==> config.mk <==
export PLATFORM = sky130hd
export DESIGN_NAME = ld_st_drain_ctrl_flat
export DESIGN_NICKNAME = d
export VERILOG_FILES = /design/src/rtl/ld_st_drain_ctrl_if.sv /design/src/rtl/ld_st_drain_ctrl.sv /design/src/flat_wrapper.sv
export SDC_FILE = /design/constraint.sdc
export NUM_CORES = 1
export LEC_CHECK = 0
export BUFFER_PORTS_ARGS = -buffer_cell sky130_fd_sc_hd__buf_2
export CAP_MARGIN = 20
export CORE_AREA = 2 2 116 202
export DETAILED_ROUTE_END_ITERATION = 8
export DIE_AREA = 0 0 118 204
export HOLD_SLACK_MARGIN = 0.03
export MAX_ROUTING_LAYER = met4
export PLACE_DENSITY = 0.73
export SYNTH_ARGS = -nofsm -noshare
export SYNTH_HDL_FRONTEND = slang
export SYNTH_SLANG_ARGS = --single-unit
==> constraint.sdc <==
create_clock -name clk -period 3.3 [get_ports clk]
set_clock_uncertainty 0.15 [all_clocks]
set_input_delay 0.165 -clock clk [delete_from_list [all_inputs] [get_ports clk]]
set_output_delay 0.165 -clock clk [all_outputs]
set_load 0.005 [all_outputs]
==> src/rtl/ld_st_drain_ctrl_if.sv <==
// Signal bundle between the load/store-buffer drain controller and its neighbours
// (buffer head, memory request/response, cache array, load writeback bus).
interface ld_st_drain_ctrl_if #(
    parameter int DATA_WIDTH = 32,
    parameter int ADDR_BITS  = 32,
    parameter int R_WIDTH    = 6,
    parameter int MICROOP    = 5,
    parameter int ROB_TICKET = 3
);
    logic                  buf_valid;
    logic                  head_isfetched;
    logic [ADDR_BITS-1:0]  head_address;
    logic [DATA_WIDTH-1:0] head_data;
    logic [MICROOP-1:0]    head_microop;
    logic [R_WIDTH-1:0]    head_dest;
    logic [ROB_TICKET-1:0] head_ticket;
    logic                  pop;
    logic                  valid_update;
    logic [ADDR_BITS-1:0]  update_address;
    logic                  mem_req_valid;
    logic                  mem_req_ready;
    logic [ADDR_BITS-1:0]  mem_req_address;
    logic                  mem_resp_valid;
    logic [ADDR_BITS-1:0]  mem_resp_address;
    logic                  cache_rd_en;
    logic [ADDR_BITS-1:0]  cache_rd_addr;
    logic [DATA_WIDTH-1:0] cache_rd_data;
    logic                  cache_wr_en;
    logic [ADDR_BITS-1:0]  cache_wr_addr;
    logic [DATA_WIDTH-1:0] cache_wr_data;
    logic [MICROOP-1:0]    cache_wr_microop;
    logic                  wb_valid;
    logic                  wb_ready;
    logic [DATA_WIDTH-1:0] wb_data;
    logic [R_WIDTH-1:0]    wb_dest;
    logic [ROB_TICKET-1:0] wb_ticket;

    modport master (
        input  buf_valid, head_isfetched, head_address, head_data, head_microop,
               head_dest, head_ticket, mem_req_ready, mem_resp_valid, mem_resp_address,
               cache_rd_data, wb_ready,
        output pop, valid_update, update_address, mem_req_valid, mem_req_address,
               cache_rd_en, cache_rd_addr, cache_wr_en, cache_wr_addr, cache_wr_data,
               cache_wr_microop, wb_valid, wb_data, wb_dest, wb_ticket
    );

    modport slave (
        output buf_valid, head_isfetched, head_address, head_data, head_microop,
               head_dest, head_ticket, mem_req_ready, mem_resp_valid, mem_resp_address,
               cache_rd_data, wb_ready,
        input  pop, valid_update, update_address, mem_req_valid, mem_req_address,
               cache_rd_en, cache_rd_addr, cache_wr_en, cache_wr_addr, cache_wr_data,
               cache_wr_microop, wb_valid, wb_data, wb_dest, wb_ticket
    );
endinterface

==> src/rtl/ld_st_drain_ctrl.sv <==
// Head-drain controller for the non-blocking cache load/store buffer: fetches missing
// blocks, then retires the head (store write / load read+extend+writeback). Macro: LSB_DRAIN_PERF_EN.
module ld_st_drain_ctrl #(
    parameter int DATA_WIDTH     = 32,
    parameter int ADDR_BITS      = 32,
    parameter int BLOCK_ID_START = 5,
    parameter int R_WIDTH        = 6,
    parameter int MICROOP        = 5,
    parameter int ROB_TICKET     = 3
) (
    input  logic               clk,
    input  logic               rst_n,
    ld_st_drain_ctrl_if.master bus
`ifdef LSB_DRAIN_PERF_EN
    ,
    output logic [31:0]        perf_miss_count,
    output logic [31:0]        perf_load_count,
    output logic [31:0]        perf_store_count
`endif
);
    localparam logic [4:0] UOP_LW  = 5'd1;
    localparam logic [4:0] UOP_LH  = 5'd2;
    localparam logic [4:0] UOP_LHU = 5'd3;
    localparam logic [4:0] UOP_LB  = 5'd4;
    localparam logic [4:0] UOP_LBU = 5'd5;
    localparam logic [4:0] UOP_SW  = 5'd6;
    localparam logic [4:0] UOP_SB  = 5'd8;
    localparam int BLK_W = ADDR_BITS - BLOCK_ID_START;

    typedef enum logic [2:0] {
        S_IDLE = 3'd0, S_REQ = 3'd1, S_WAIT = 3'd2, S_RD = 3'd3,
        S_CAP  = 3'd4, S_WB  = 3'd5, S_ST   = 3'd6
    } state_t;

    function automatic logic is_load(input logic [MICROOP-1:0] uop);
        return (uop >= UOP_LW) && (uop <= UOP_LBU);
    endfunction

    function automatic logic is_store(input logic [MICROOP-1:0] uop);
        return (uop >= UOP_SW) && (uop <= UOP_SB);
    endfunction

    function automatic logic [DATA_WIDTH-1:0] extract_load(input logic [DATA_WIDTH-1:0] word,
                                                           input logic [1:0] lane,
                                                           input logic [MICROOP-1:0] uop);
        logic [15:0] half_v;
        logic [7:0]  byte_v;
        half_v = lane[1] ? word[31:16] : word[15:0];
        case (lane)
            2'd0:    byte_v = word[7:0];
            2'd1:    byte_v = word[15:8];
            2'd2:    byte_v = word[23:16];
            default: byte_v = word[31:24];
        endcase
        case (uop)
            UOP_LH:  return {{16{half_v[15]}}, half_v};
            UOP_LHU: return {16'h0000, half_v};
            UOP_LB:  return {{24{byte_v[7]}}, byte_v};
            UOP_LBU: return {24'h00_0000, byte_v};
            default: return word;
        endcase
    endfunction

    state_t                state_q;
    logic                  run_q;
    logic                  pop_q;
    logic                  mem_req_valid_q;
    logic [ADDR_BITS-1:0]  mem_req_address_q;
    logic [BLK_W-1:0]      blk_id_q;
    logic                  cache_rd_en_q;
    logic [ADDR_BITS-1:0]  cache_rd_addr_q;
    logic                  cache_wr_en_q;
    logic [ADDR_BITS-1:0]  cache_wr_addr_q;
    logic [DATA_WIDTH-1:0] cache_wr_data_q;
    logic [MICROOP-1:0]    cache_wr_microop_q;
    logic                  wb_valid_q;
    logic [DATA_WIDTH-1:0] wb_data_q;
    logic [R_WIDTH-1:0]    wb_dest_q;
    logic [ROB_TICKET-1:0] wb_ticket_q;
    logic                  noop_pop;
    logic                  req_fire;
    logic                  wb_fire;

    assign req_fire = mem_req_valid_q & bus.mem_req_ready;
    assign wb_fire  = wb_valid_q & bus.wb_ready;

    // Unknown microops retire in the same IDLE cycle; run_q keeps pop low until reset is released.
    always_comb begin
        noop_pop = 1'b0;
        if ((state_q == S_IDLE) && run_q && bus.buf_valid && bus.head_isfetched &&
            !is_load(bus.head_microop) && !is_store(bus.head_microop)) begin
            noop_pop = 1'b1;
        end else begin
            noop_pop = 1'b0;
        end
    end

    // Drain FSM with registered outputs.
    always_ff @(posedge clk or negedge rst_n) begin
        if (!rst_n) begin
            state_q            <= S_IDLE;
            run_q              <= 1'b0;
            pop_q              <= 1'b0;
            mem_req_valid_q    <= 1'b0;
            mem_req_address_q  <= '0;
            blk_id_q           <= '0;
            cache_rd_en_q      <= 1'b0;
            cache_rd_addr_q    <= '0;
            cache_wr_en_q      <= 1'b0;
            cache_wr_addr_q    <= '0;
            cache_wr_data_q    <= '0;
            cache_wr_microop_q <= '0;
            wb_valid_q         <= 1'b0;
            wb_data_q          <= '0;
            wb_dest_q          <= '0;
            wb_ticket_q        <= '0;
        end else begin
            run_q         <= 1'b1;
            pop_q         <= 1'b0;
            cache_rd_en_q <= 1'b0;
            cache_wr_en_q <= 1'b0;
            case (state_q)
                S_IDLE: begin
                    if (run_q && bus.buf_valid && !bus.head_isfetched) begin
                        state_q           <= S_REQ;
                        mem_req_valid_q   <= 1'b1;
                        mem_req_address_q <= {bus.head_address[ADDR_BITS-1:BLOCK_ID_START],
                                              {BLOCK_ID_START{1'b0}}};
                    end else if (run_q && bus.buf_valid && is_store(bus.head_microop)) begin
                        state_q            <= S_ST;
                        cache_wr_en_q      <= 1'b1;
                        pop_q              <= 1'b1;
                        cache_wr_addr_q    <= bus.head_address;
                        cache_wr_data_q    <= bus.head_data;
                        cache_wr_microop_q <= bus.head_microop;
                    end else if (run_q && bus.buf_valid && is_load(bus.head_microop)) begin
                        state_q         <= S_RD;
                        cache_rd_en_q   <= 1'b1;
                        cache_rd_addr_q <= bus.head_address;
                    end else begin
                        state_q <= S_IDLE;
                    end
                end
                S_REQ: begin
                    if (req_fire) begin
                        state_q         <= S_WAIT;
                        mem_req_valid_q <= 1'b0;
                        blk_id_q        <= mem_req_address_q[ADDR_BITS-1:BLOCK_ID_START];
                    end else begin
                        state_q <= S_REQ;
                    end
                end
                S_WAIT: begin
                    if (bus.mem_resp_valid &&
                        (bus.mem_resp_address[ADDR_BITS-1:BLOCK_ID_START] == blk_id_q)) begin
                        state_q <= S_IDLE;
                    end else begin
                        state_q <= S_WAIT;
                    end
                end
                S_RD: begin
                    state_q <= S_CAP;
                end
                // Read data is valid this cycle; the head entry is still in place.
                S_CAP: begin
                    state_q     <= S_WB;
                    wb_valid_q  <= 1'b1;
                    wb_data_q   <= extract_load(bus.cache_rd_data, bus.head_address[1:0],
                                                bus.head_microop);
                    wb_dest_q   <= bus.head_dest;
                    wb_ticket_q <= bus.head_ticket;
                end
                S_WB: begin
                    if (bus.wb_ready) begin
                        state_q    <= S_IDLE;
                        wb_valid_q <= 1'b0;
                    end else begin
                        state_q <= S_WB;
                    end
                end
                S_ST: begin
                    state_q <= S_IDLE;
                end
                default: begin
                    state_q         <= S_IDLE;
                    mem_req_valid_q <= 1'b0;
                    wb_valid_q      <= 1'b0;
                end
            endcase
        end
    end

    assign bus.pop              = pop_q | noop_pop | wb_fire;
    assign bus.valid_update     = bus.mem_resp_valid;
    assign bus.update_address   = bus.mem_resp_address;
    assign bus.mem_req_valid    = mem_req_valid_q;
    assign bus.mem_req_address  = mem_req_address_q;
    assign bus.cache_rd_en      = cache_rd_en_q;
    assign bus.cache_rd_addr    = cache_rd_addr_q;
    assign bus.cache_wr_en      = cache_wr_en_q;
    assign bus.cache_wr_addr    = cache_wr_addr_q;
    assign bus.cache_wr_data    = cache_wr_data_q;
    assign bus.cache_wr_microop = cache_wr_microop_q;
    assign bus.wb_valid         = wb_valid_q;
    assign bus.wb_data          = wb_data_q;
    assign bus.wb_dest          = wb_dest_q;
    assign bus.wb_ticket        = wb_ticket_q;

`ifdef LSB_DRAIN_PERF_EN
    logic [31:0] perf_miss_q;
    logic [31:0] perf_load_q;
    logic [31:0] perf_store_q;

    // Saturating event counters.
    always_ff @(posedge clk or negedge rst_n) begin
        if (!rst_n) begin
            perf_miss_q  <= 32'd0;
            perf_load_q  <= 32'd0;
            perf_store_q <= 32'd0;
        end else begin
            if ((state_q == S_REQ) && req_fire && (perf_miss_q != 32'hFFFF_FFFF)) begin
                perf_miss_q <= perf_miss_q + 32'd1;
            end else begin
                perf_miss_q <= perf_miss_q;
            end
            if ((state_q == S_WB) && wb_fire && (perf_load_q != 32'hFFFF_FFFF)) begin
                perf_load_q <= perf_load_q + 32'd1;
            end else begin
                perf_load_q <= perf_load_q;
            end
            if ((state_q == S_ST) && (perf_store_q != 32'hFFFF_FFFF)) begin
                perf_store_q <= perf_store_q + 32'd1;
            end else begin
                perf_store_q <= perf_store_q;
            end
        end
    end

    assign perf_miss_count  = perf_miss_q;
    assign perf_load_count  = perf_load_q;
    assign perf_store_count = perf_store_q;
`endif
endmodule
==> src/flat_wrapper.sv <==
// flat-port wrapper written by rule: the top's interface ports become plain ports
module ld_st_drain_ctrl_flat 
#(
    parameter int DATA_WIDTH     = 32,
    parameter int ADDR_BITS      = 32,
    parameter int BLOCK_ID_START = 5,
    parameter int R_WIDTH        = 6,
    parameter int MICROOP        = 5,
    parameter int ROB_TICKET     = 3
)
  (clk, rst_n, bus_buf_valid, bus_head_isfetched, bus_head_address, bus_head_data, bus_head_microop, bus_head_dest, bus_head_ticket, bus_mem_req_ready, bus_mem_resp_valid, bus_mem_resp_address, bus_cache_rd_data, bus_wb_ready, bus_pop, bus_valid_update, bus_update_address, bus_mem_req_valid, bus_mem_req_address, bus_cache_rd_en, bus_cache_rd_addr, bus_cache_wr_en, bus_cache_wr_addr, bus_cache_wr_data, bus_cache_wr_microop, bus_wb_valid, bus_wb_data, bus_wb_dest, bus_wb_ticket);
  ld_st_drain_ctrl_if #(.DATA_WIDTH(DATA_WIDTH), .ADDR_BITS(ADDR_BITS), .R_WIDTH(R_WIDTH), .MICROOP(MICROOP), .ROB_TICKET(ROB_TICKET)) bus_i ();
  input  logic clk;
  input  logic rst_n;
  input wire logic [$bits(bus_i.buf_valid)-1:0] bus_buf_valid;
  input wire logic [$bits(bus_i.head_isfetched)-1:0] bus_head_isfetched;
  input wire logic [$bits(bus_i.head_address)-1:0] bus_head_address;
  input wire logic [$bits(bus_i.head_data)-1:0] bus_head_data;
  input wire logic [$bits(bus_i.head_microop)-1:0] bus_head_microop;
  input wire logic [$bits(bus_i.head_dest)-1:0] bus_head_dest;
  input wire logic [$bits(bus_i.head_ticket)-1:0] bus_head_ticket;
  input wire logic [$bits(bus_i.mem_req_ready)-1:0] bus_mem_req_ready;
  input wire logic [$bits(bus_i.mem_resp_valid)-1:0] bus_mem_resp_valid;
  input wire logic [$bits(bus_i.mem_resp_address)-1:0] bus_mem_resp_address;
  input wire logic [$bits(bus_i.cache_rd_data)-1:0] bus_cache_rd_data;
  input wire logic [$bits(bus_i.wb_ready)-1:0] bus_wb_ready;
  output wire logic [$bits(bus_i.pop)-1:0] bus_pop;
  output wire logic [$bits(bus_i.valid_update)-1:0] bus_valid_update;
  output wire logic [$bits(bus_i.update_address)-1:0] bus_update_address;
  output wire logic [$bits(bus_i.mem_req_valid)-1:0] bus_mem_req_valid;
  output wire logic [$bits(bus_i.mem_req_address)-1:0] bus_mem_req_address;
  output wire logic [$bits(bus_i.cache_rd_en)-1:0] bus_cache_rd_en;
  output wire logic [$bits(bus_i.cache_rd_addr)-1:0] bus_cache_rd_addr;
  output wire logic [$bits(bus_i.cache_wr_en)-1:0] bus_cache_wr_en;
  output wire logic [$bits(bus_i.cache_wr_addr)-1:0] bus_cache_wr_addr;
  output wire logic [$bits(bus_i.cache_wr_data)-1:0] bus_cache_wr_data;
  output wire logic [$bits(bus_i.cache_wr_microop)-1:0] bus_cache_wr_microop;
  output wire logic [$bits(bus_i.wb_valid)-1:0] bus_wb_valid;
  output wire logic [$bits(bus_i.wb_data)-1:0] bus_wb_data;
  output wire logic [$bits(bus_i.wb_dest)-1:0] bus_wb_dest;
  output wire logic [$bits(bus_i.wb_ticket)-1:0] bus_wb_ticket;
  assign bus_i.buf_valid = bus_buf_valid;
  assign bus_i.head_isfetched = bus_head_isfetched;
  assign bus_i.head_address = bus_head_address;
  assign bus_i.head_data = bus_head_data;
  assign bus_i.head_microop = bus_head_microop;
  assign bus_i.head_dest = bus_head_dest;
  assign bus_i.head_ticket = bus_head_ticket;
  assign bus_i.mem_req_ready = bus_mem_req_ready;
  assign bus_i.mem_resp_valid = bus_mem_resp_valid;
  assign bus_i.mem_resp_address = bus_mem_resp_address;
  assign bus_i.cache_rd_data = bus_cache_rd_data;
  assign bus_i.wb_ready = bus_wb_ready;
  assign bus_pop = bus_i.pop;
  assign bus_valid_update = bus_i.valid_update;
  assign bus_update_address = bus_i.update_address;
  assign bus_mem_req_valid = bus_i.mem_req_valid;
  assign bus_mem_req_address = bus_i.mem_req_address;
  assign bus_cache_rd_en = bus_i.cache_rd_en;
  assign bus_cache_rd_addr = bus_i.cache_rd_addr;
  assign bus_cache_wr_en = bus_i.cache_wr_en;
  assign bus_cache_wr_addr = bus_i.cache_wr_addr;
  assign bus_cache_wr_data = bus_i.cache_wr_data;
  assign bus_cache_wr_microop = bus_i.cache_wr_microop;
  assign bus_wb_valid = bus_i.wb_valid;
  assign bus_wb_data = bus_i.wb_data;
  assign bus_wb_dest = bus_i.wb_dest;
  assign bus_wb_ticket = bus_i.wb_ticket;
  ld_st_drain_ctrl #(.DATA_WIDTH(DATA_WIDTH), .ADDR_BITS(ADDR_BITS), .BLOCK_ID_START(BLOCK_ID_START), .R_WIDTH(R_WIDTH), .MICROOP(MICROOP), .ROB_TICKET(ROB_TICKET)) u_core (.clk(clk), .rst_n(rst_n), .bus(bus_i));
endmodule
==> flow_metrics.py, run 1 <==
metrics = {
    "outcome": {
        "outcome": "finished clean",
    },
    "timing": {
        "tightest_slew_ns": 0.980,
        "setup_viol": 0,
        "fin_crit_ns": 2.52,
        "fin_crit_sh_pct": 76.5,
        "rsz0062_at_grt": "no",
        "hold_viol_final": 0,
        "final.setup.tns_ns": 0,
        "slew_headroom_pct": 34.7,
        "worst_slack_ns": 0.775,
        "slew_viol_final": 0,
        "fmax_mhz": 396,
    },
    "synth": {
        "synth.most_common_cell": "dfrtp_1",
        "yosys.area.top_type_share_pct": 57.8,
        "synth_edf_count": 0,
        "synth-async-reset-ratio_pct": 100,
        "synth_area_per_cell_um2": 12.8,
        "ys.warnings.count": 0,
        "netlist_area_um2": 8830,
        "yosys.area.top_type": "dfrtp_1",
        "syn_inst": 687,
        "ys_top_cells_by_count": "dfrtp_1 (204), mux2_2 (145), nand2_1 (71)",
        "ys_seq_area_share_pct": 57.8,
        "synth_ff_type": "dfrtp_1",
        "ys_ff_latch": 204,
        "synth_cell_types": 45,
        "netlist_top_cells_area": "dfrtp_1 (58%), mux2_2 (18%), buf_4 (3.6%)",
    },
    "route": {
        "antenna_left": 0,
        "first_iter_violations": 298,
        "firstDrtPassIters": 4,
        "wire_per_inst_um": 18.2,
        "viasPerCell": 4.91,
        "wl_mm": 26.0,
        "drc": 0,
        "vias": 7018,
    },
    "cts": {
        "cts-buffers-inserted": 20,
        "cts_root_buf": "clkbuf_16",
        "cts_buffer_depth": 3,
        "insertion_delay_ns": 0.50,
        "cts.sinks": 204,
        "cts_tree": "done",
        "htreeDepth": 1,
        "cts-resized-gates": 0,
        "clk_pin_slew_ns": 0.06,
    },
    "critical_path": {
        "cp_data_required_time_ns": 3.52,
        "reg2reg_slack_ns": 0.78,
        "cp-startpoint": "u_core.state_q[1]$_DFF_PN0_",
        "critPathLaunchType": "flip-flop",
        "rr_endpoint": "u_core.bus.wb_data[7]$_DFFE_PN0P_",
        "crit_path_end": "u_core.bus.wb_data[7]$_DFFE_PN0P_",
        "cp_max_fo": 27,
        "endpoint_kind": "flip-flop",
        "critPathKind": "flip-flop to flip-flop",
        "reg2reg_depth": 4,
        "r2r-start": "u_core.state_q[1]$_DFF_PN0_",
        "arrival_ns": 2.74,
    },
    "floorplanning": {
        "start_util_pct": 39.1,
        "die-area_um2": 24100,
        "fp.dieW_um": 118,
        "io_pins": 361,
        "die_h_um": 204,
        "core_area_um2": 22600,
        "num_rows": 73,
    },
    "global_routing": {
        "grt_pass1_wl_mm": 40.0,
        "grt_pass1_vias": 7492,
        "gr-total-overflow": 0,
        "track_usage_pct": 21.8,
        "grt_max_degree": 116,
        "antenna_found_initial": 1,
    },
    "final_layout": {
        "layout.nets": 1263,
        "layout-drive-gt1-share_pct": 48.3,
        "areaGrowthSynthToFinish_pct": 40.5,
        "fillers": 1920,
    },
    "place": {
        "dp_slack_ns": 0.579,
        "gp_congestion": 0.890,
        "port-buffer-count": 345,
        "hpwl_mm": 17.9,
    },
    "power_and_ir_drop": {
        "peakVddDrop_v": 0.000429,
        "leakage_nw": 6.59,
        "power.total_mw": 5.29,
        "cellPowerDensity_nw_per_um2": 427,
    },
    "min_path": {
        "hold_depth": 5,
        "hold_path.class": "primary input to flip-flop",
    },
    "job": {
        "cap_violations": 0,
    },
}
==> flip-flops by register name (all words and copies together), names as in the netlist <==
signal,cells
u_core.bus.mem_req_valid,1
u_core.bus.cache_rd_en,1
u_core.bus.cache_wr_addr,32
u_core.bus.wb_valid,1
u_core.bus.wb_ticket,3
u_core.blk_id_q,27
u_core.bus.mem_req_address,27
u_core.run_q,1
u_core.bus.cache_wr_microop,5
u_core.bus.wb_dest,6
u_core.bus.cache_rd_addr,32
u_core.pop_q,1
u_core.bus.cache_wr_data,32
u_core.state_q,3
u_core.bus.wb_data,32
==> through the flow <==
| stage | utilization, % | std cells | cell area, µm² | hold slack, ns |
|---|---|---|---|---|
| floorplan | - | 691 | 8840 | -0.281 |
| detailed placement | 46.9 | 1278 | 10600 | -0.0491 |
| global placement | 46.9 | 1278 | 10600 | -0.0477 |
| finish | 55.0 | 1428 | 12400 | 0.0320 |
| global route | 55.0 | 1428 | 12400 | 0.0866 |
| CTS | 55.0 | 1427 | 12400 | 0.0366 |
==> area by class of cell <==
type	count	area, µm²	area share, %
Sequential cell	204	5100	41.2
Clock buffer	30	619	4.99
Inverter	4	15.0	0.121
Tap cell	300	375	3.03
Antenna cell	1	2.50	0.0202
Timing Repair Buffer	471	3000	24.2
Clock inverter	5	55.1	0.444
Multi-Input combinational cell	413	3230	26.0
==> worst min path at each step <==
stage / startpoint / endpoint / slack [ns]
detailed placement: rst_n / u_core.bus.cache_rd_addr[12]$_DFFE_PN0P_ / -0.05
floorplan: rst_n / u_core.blk_id_q[0]$_DFFE_PN0P_ / -0.28
global route: bus_mem_resp_address[31] / u_core.state_q[1]$_DFF_PN0_ / 0.09
finish: bus_mem_resp_address[31] / u_core.state_q[1]$_DFF_PN0_ / 0.03
global placement: rst_n / u_core.bus.cache_rd_addr[12]$_DFFE_PN0P_ / -0.05
CTS: bus_mem_resp_address[31] / u_core.state_q[1]$_DFF_PN0_ / 0.04
==> critical path, stage by stage (launching register included) <==
cell           delay (ns)
dfrtp_1              0.50
nor2_2               0.18
and2_1               0.80
a31oi_1              0.15
dlygate4sd3_1        0.62
==> power breakdown <==
| group | leakage, nW | total (mW) | internal [mW] | switching, mW |
|---|---|---|---|---|
| Clock | 0.328 | 2.33 | 1.38 | 0.955 |
| Combinational | 3.59 | 0.440 | 0.226 | 0.214 |
| Sequential | 2.66 | 2.52 | 2.52 | 0.00821 |
| Total | 6.59 | 5.29 | 4.12 | 1.18 |
==> kinds of logic (layout without fill, tap and decap cells) <==
family	Yosys count	in the layout	synth area share, %
AO/OA/AOI/OAI	81	81	5.68
XOR/XNOR	28	28	2.78
buffers and inverters	74	510	5.81
flip-flops	204	204	57.8
multiplexers	161	161	20.6
other	2	7	0.0851
AND/OR/NAND/NOR	137	137	7.24
==> cell usage in the layout, fill, tap and decap left out, types with 10 or more instances in the layout <==
master / count
nor2_1: 29
dfrtp_1: 204
nand2_1: 71
a21oi_1: 22
dlygate4sd3_1: 113
xnor2_1: 28
buf_4: 10
mux2_2: 145
clkbuf_16: 21
o21ai_0: 21
nor2b_1: 12
a211oi_1: 14
buf_2: 344
==> routing by layer <==
metal | track usage [%] | wire (µm)
met1 | 23.3 | 9560
met5 | - | 0
met3 | 2.90 | 1190
met2 | 39.6 | 14100
met4 | 10.5 | 1170
==> repair_timing <==
action | CTS | global route
buffers inserted | 0 | 0
hold buffers | 114 | 0
hold endpoints to repair | 375 | 0
Power figures use the tool's default switching activity.
==> inputs of run 2 (changes only) <==
--- a/config.mk
+++ b/config.mk
@@ -12,7 +12,7 @@
 export DIE_AREA = 0 0 118 204
 export HOLD_SLACK_MARGIN = 0.03
 export MAX_ROUTING_LAYER = met4
-export PLACE_DENSITY = 0.73
+export PLACE_DENSITY = 0.76
 export SYNTH_ARGS = -nofsm -noshare
 export SYNTH_HDL_FRONTEND = slang
 export SYNTH_SLANG_ARGS = --single-unit
==> constraint.sdc (replaced) <==
create_clock -name clk -period 2.07 [get_ports clk]
set_clock_uncertainty 0.15 [all_clocks]
set_input_delay 0.1035 -clock clk [delete_from_list [all_inputs] [get_ports clk]]
set_output_delay 0.1035 -clock clk [all_outputs]
set_load 0.005 [all_outputs]
==> run 2 against run 1 <==
First-iteration DRC count up 37%. Flip-flop and latch count unchanged. Non-clock buffer count up 36. Via count up 2.8%. Critical endpoint is now u_core.bus.cache_rd_addr[3]$_DFFE_PN0P_. Sequential share of layout area down 1.4 points. Critical path type unchanged. Wire length up 5.9%. Utilization up 2.0 points.
==> flow_metrics.py, run 2 (synthesized netlist as in run 1, its figures left out) <==
metrics = {
    "critical_path": {
        "arrival_ns": 2.26,
        "reg2reg_slack_ns": 0.04,
        "cp_data_required_time_ns": 2.30,
        "critPathKind": "flip-flop to flip-flop",
        "endpoint_kind": "flip-flop",
        "critPathLaunchType": "flip-flop",
        "cp_max_fo": 19,
    },
    "global_routing": {
        "grt_max_degree": 56,
        "track_usage_pct": 22.5,
        "gr-total-overflow": 0,
        "antenna_found_initial": 1,
        "grt_pass1_vias": 7678,
        "grt_pass1_wl_mm": 41.4,
    },
    "job": {
        "cap_violations": 0,
    },
    "power_and_ir_drop": {
        "cellPowerDensity_nw_per_um2": 655,
        "leakage_nw": 6.81,
        "peakVddDrop_v": 0.000706,
    },
    "place": {
        "gp_congestion": 0.891,
        "place_area_um2": 10800,
        "dp_cells": 1293,
        "port-buffer-count": 345,
        "hpwl_mm": 18.6,
        "dp_slack_ns": -0.367,
    },
    "cts": {
        "cts-buffers-inserted": 20,
        "insertion_delay_ns": 0.50,
        "cts_buffer_depth": 3,
        "cts_root_buf": "clkbuf_16",
        "cts.sinks": 204,
        "cts_tree": "done",
        "clk_pin_slew_ns": 0.07,
        "htreeDepth": 1,
    },
    "final_layout": {
        "fillers": 1855,
        "final_area_um2": 12800,
        "areaGrowthSynthToFinish_pct": 45.5,
        "layout_common_cells": "buf_2 (344), dfrtp_1 (204), mux2_2 (145)",
        "instances_no_fill": 1464,
        "multiInputGateArea_um2": 3280,
        "regArea_um2": 5100,
        "layout-drive-gt1-share_pct": 49.3,
        "layout.nets": 1299,
        "mostFrequentLayoutCell": "buf_2",
    },
    "route": {
        "wl_mm": 27.5,
        "wire_per_inst_um": 18.8,
        "antenna_left": 0,
        "first_iter_violations": 407,
        "vias": 7216,
        "drc": 0,
        "firstDrtPassIters": 4,
        "viasPerCell": 4.93,
    },
    "timing": {
        "worst_slack_ns": 0.0379,
        "slew_headroom_pct": 63.6,
        "slew_viol_final": 0,
        "hold_viol_final": 0,
        "tightest_slew_ns": 0.543,
        "fin_crit_ns": 2.03,
        "fin_crit_sh_pct": 98.2,
        "setup_viol": 0,
        "fmax_mhz": 492,
        "rsz0062_at_grt": "yes",
    },
    "floorplanning": {
        "die-area_um2": 24100,
        "fp.dieW_um": 118,
        "die_h_um": 204,
        "core_area_um2": 22600,
        "start_util_pct": 39.1,
        "num_rows": 73,
        "io_pins": 361,
    },
    "min_path": {
        "hold_path.class": "primary input to flip-flop",
    },
    "outcome": {
        "outcome": "finished clean",
    },
}
[run 2: changes by cell type in the layout (fill, tap and decap cells not counted), sizes merged]
cell	change
clkinv	+6
clkinvlp	-1
clkbuf	-5
dlygate4sd3	+14
buf	+22
[run 2: stage by stage]
| stage | util (%) | setup TNS [ns] | power, mW | hold WS (ns) |
|---|---|---|---|---|
| 6_report | 56.9 | 0 | 8.41 | 0.0526 |
| 5_1_grt | 56.9 | -0.354 | 8.74 | 0.0570 |
| 4_1_cts | 56.5 | 0 | 8.50 | 0.0522 |
| 3_5_place_dp | 47.8 | -0.367 | 4.64 | -0.00837 |
| 3_3_place_gp | 47.8 | -0.368 | 4.64 | -0.00575 |
| 2_1_floorplan | - | 0 | 4.30 | -0.342 |
[run 2: cell type report]
cell class / instances / area share, %
Tap cell: 300 / 2.92
Antenna cell: 1 / 0.0195
Inverter: 4 / 0.117
Timing Repair Buffer: 507 / 26.6
Sequential cell: 204 / 39.7
Clock buffer: 25 / 4.44
Clock inverter: 10 / 0.633
Multi-Input combinational cell: 413 / 25.5
[run 2: repair_timing]
action	in CTS	in global routing
pin swaps	3	6
endpoints found under the setup margin	2	12
buffers inserted	0	6
resized for setup	4	6
gates cloned	0	1
endpoints found under the hold margin	379	0
hold buffers	128	0
[run 2: worst paths after layout]
kind,start,end,depth (start not counted)
setup / recovery,u_core.state_q[2]$_DFF_PN0_,u_core.bus.cache_rd_addr[3]$_DFFE_PN0P_,7
hold / removal,bus_mem_resp_address[22],u_core.state_q[1]$_DFF_PN0_,6
setup reg to reg,u_core.state_q[2]$_DFF_PN0_,u_core.bus.cache_rd_addr[3]$_DFFE_PN0P_,7
hold reg to reg,u_core.bus.wb_dest[4]$_DFFE_PN0P_,u_core.bus.wb_dest[4]$_DFFE_PN0P_,2
max in group asynchronous,rst_n,u_core.bus.cache_rd_addr[22]$_DFFE_PN0P_,4
min in group asynchronous,rst_n,u_core.bus.cache_rd_addr[12]$_DFFE_PN0P_,3
[run 2: power by group]
group / switching [mW] / internal (mW)
logic: 0.357 / 0.394
registers: 0.0141 / 4.01
clock network: 1.56 / 2.08
total: 1.93 / 6.49
[run 2: metal layers]
metal	global-route usage [%]	share of wire, %
met5	-	0
met4	12.0	5.3
met3	2.71	4.3
met2	41.2	54
met1	23.5	36
[run 2: worst max-delay path, stage by stage (launching register included)]
cell,delay (ns)
dfrtp_1,0.41
nor2b_1,0.17
nand4_2,0.18
buf_6,0.17
buf_4,0.14
nor2_4,0.13
buf_12,0.20
mux2_2,0.36
==> inputs of run 3 (changes only) <==
--- a/config.mk
+++ b/config.mk
@@ -7,12 +7,13 @@
 export LEC_CHECK = 0
 export BUFFER_PORTS_ARGS = -buffer_cell sky130_fd_sc_hd__buf_2
 export CAP_MARGIN = 20
-export CORE_AREA = 2 2 116 202
+export CORE_AREA = 2 2 136 172
 export DETAILED_ROUTE_END_ITERATION = 8
-export DIE_AREA = 0 0 118 204
+export DIE_AREA = 0 0 138 174
 export HOLD_SLACK_MARGIN = 0.03
 export MAX_ROUTING_LAYER = met4
 export PLACE_DENSITY = 0.76
+export SKIP_CTS_REPAIR_TIMING = 1
 export SYNTH_ARGS = -nofsm -noshare
 export SYNTH_HDL_FRONTEND = slang
 export SYNTH_SLANG_ARGS = --single-unit
==> constraint.sdc (replaced) <==
create_clock -name clk -period 1.7 [get_ports clk]
set_clock_uncertainty 0.15 [all_clocks]
set_input_delay 0.085 -clock clk [delete_from_list [all_inputs] [get_ports clk]]
set_output_delay 0.085 -clock clk [all_outputs]
set_load 0.005 [all_outputs]
==> run 3 against run 2 <==
The flow now finishes with violations (setup timing). Largest cell class unchanged. Worst setup slack got worse by 0.41 ns. Sequential power is 22% higher. Fmax shrank 1.9%. Combinational power grew 29%. Power is 23% higher. Utilization increased by 4.7 points. Hold slack worse by 0.048 ns. Critical path depth shrank 2. Cell count up 2.5%. Sequential share of layout area is 2.9 points lower. Clock power up 23%.
==> flow_metrics.py, run 3 (synthesized netlist as in run 1, its figures left out) <==
metrics = {
    "outcome": {
        "outcome": "finished, violations left",
        "violations": "setup timing",
    },
    "route": {
        "firstDrtPassIters": 5,
        "drc": 0,
        "wl_mm": 30.5,
        "wire_per_inst_um": 20.3,
        "first_iter_violations": 292,
        "viasPerCell": 5.04,
        "antenna_left": 0,
        "vias": 7561,
    },
    "cts": {
        "clk_pin_slew_ns": 0.06,
        "cts_buffer_depth": 3,
        "htreeDepth": 1,
        "cts_tree": "done",
        "cts_root_buf": "clkbuf_16",
        "cts-buffers-inserted": 21,
        "cts.sinks": 204,
        "insertion_delay_ns": 0.49,
    },
    "job": {
        "cap_violations": 0,
    },
    "global_routing": {
        "gr-total-overflow": 0,
        "grt_max_degree": 52,
        "grt_pass1_wl_mm": 37.7,
        "track_usage_pct": 20.2,
        "grtUsageMet1_pct": 23.0,
        "top_usage_layer": "met2",
        "antenna_found_initial": 1,
        "use_met3_pct": 4.24,
        "use_met2_pct": 35.1,
        "grt_pass1_vias": 7095,
    },
    "floorplanning": {
        "core_area_um2": 22500,
        "io_pins": 361,
        "num_rows": 62,
        "die_h_um": 174,
        "start_util_pct": 39.2,
        "fp.dieW_um": 138,
        "die-area_um2": 24000,
    },
    "final_layout": {
        "regArea_um2": 5110,
        "layout.nets": 1347,
        "fillers": 1636,
        "mostFrequentLayoutCell": "buf_2",
        "areaGrowthSynthToFinish_pct": 57.0,
        "multiInputGateArea_um2": 3660,
        "layout-drive-gt1-share_pct": 52.0,
        "post-route-util_pct": 61.6,
        "layout_common_cells": "buf_2 (344), dfrtp_1 (203), dlygate4sd3_1 (126)",
    },
    "timing": {
        "slew_viol_final": 0,
        "final.setup.tns_ns": -31.19,
        "setup_viol": 162,
        "holdWs_ns": 0.00429,
        "fmax_mhz": 483,
        "fin_crit_sh_pct": 122,
        "fin_crit_ns": 2.07,
        "rsz0062_at_grt": "yes",
        "hold_viol_final": 0,
        "worst_slack_ns": -0.371,
        "slew_headroom_pct": 59.3,
        "tightest_slew_ns": 0.607,
    },
    "power_and_ir_drop": {
        "combPwrFrac_pct": 9.4,
        "peakVddDrop_v": 0.000791,
        "seqPwrFrac_pct": 47.4,
        "switching_share_pct": 23.0,
        "leakage_nw": 7.21,
        "p_clk_share_pct": 43.2,
        "cellPowerDensity_nw_per_um2": 746,
        "switching_power_mw": 2.38,
        "p_int_mw": 7.96,
        "power.total_mw": 10.3,
    },
    "critical_path": {
        "arrival_ns": 2.29,
        "critPathLaunchType": "flip-flop",
        "crit_path_end": "u_core.state_q[1]$_DFF_PN0_",
        "reg2reg_depth": 5,
        "cp-startpoint": "u_core.blk_id_q[20]$_DFFE_PN0P_",
        "r2r-start": "u_core.blk_id_q[20]$_DFFE_PN0P_",
        "cp_data_required_time_ns": 1.92,
        "critPathKind": "flip-flop to flip-flop",
        "reg2reg_slack_ns": -0.37,
        "cp_max_fo": 2,
        "rr_endpoint": "u_core.state_q[1]$_DFF_PN0_",
        "endpoint_kind": "flip-flop",
    },
    "place": {
        "hpwl_mm": 18.4,
        "gp_congestion": 0.928,
        "port-buffer-count": 345,
    },
    "min_path": {
        "hold_path.class": "primary input to flip-flop",
    },
}
[run 3: power groups by stage]
stage	clock [mW]	sequential [mW]	combinational, mW
2_1_floorplan	0	4.99	0.248
5_1_grt	4.77	4.90	1.04
4_1_cts	4.56	4.90	0.708
3_3_place_gp	0	4.99	0.694
3_5_place_dp	0	4.99	0.703
6_report	4.46	4.90	0.968
[run 3: cell type report]
| type | count | share of cell area (%) |
|---|---|---|
| Antenna cell | 1 | 0.0181 |
| Clock buffer | 29 | 4.22 |
| Clock inverter | 7 | 0.478 |
| Inverter | 4 | 0.126 |
| Multi-Input combinational cell | 413 | 26.4 |
| Sequential cell | 204 | 36.8 |
| Tap cell | 288 | 2.60 |
| Timing Repair Buffer | 554 | 29.3 |
[run 3: worst min path at each step]
stage | slack, ns | endpoint | startpoint | cells past startpoint
final | 0.004 | u_core.state_q[0]$_DFF_PN0_ | bus_buf_valid | 5
after floorplan | -0.36 | u_core.blk_id_q[0]$_DFFE_PN0P_ | rst_n | 0
after global routing | 0.02 | u_core.state_q[0]$_DFF_PN0_ | bus_buf_valid | 5
after CTS | -0.59 | u_core.bus.mem_req_address[10]$_DFFE_PN0P_ | rst_n | 1
after detailed placement | -0.07 | u_core.bus.mem_req_address[25]$_DFFE_PN0P_ | rst_n | 1
after global placement | -0.07 | u_core.blk_id_q[22]$_DFFE_PN0P_ | rst_n | 1
[run 3: metal layers]
| metal | up-vias | share of wire [%] |
|---|---|---|
| met3 | 80 | 6.9 |
| met5 | - | 0 |
| li1 | 3393 | - |
| met2 | 399 | 52 |
| met4 | 0 | 3.7 |
| met1 | 3689 | 38 |
[run 3: critical path, cell delays in order, from the launching register on]
cell and delay [ns]:
dfrtp_1 0.40, xnor2_1 0.18, nand4_1 0.16, or4_4 0.58, nor4_4 0.39, o21ai_1 0.10
[run 3: through the flow]
step | setup slack, ns | instance area [µm²] | cells
after floorplan | -0.249 | 8970 | 691
after global placement | -0.870 | 11100 | 1310
after detailed placement | -0.868 | 11100 | 1310
after CTS | -0.886 | 11800 | 1346
after global routing | -0.434 | 13900 | 1500
final | -0.371 | 13900 | 1500
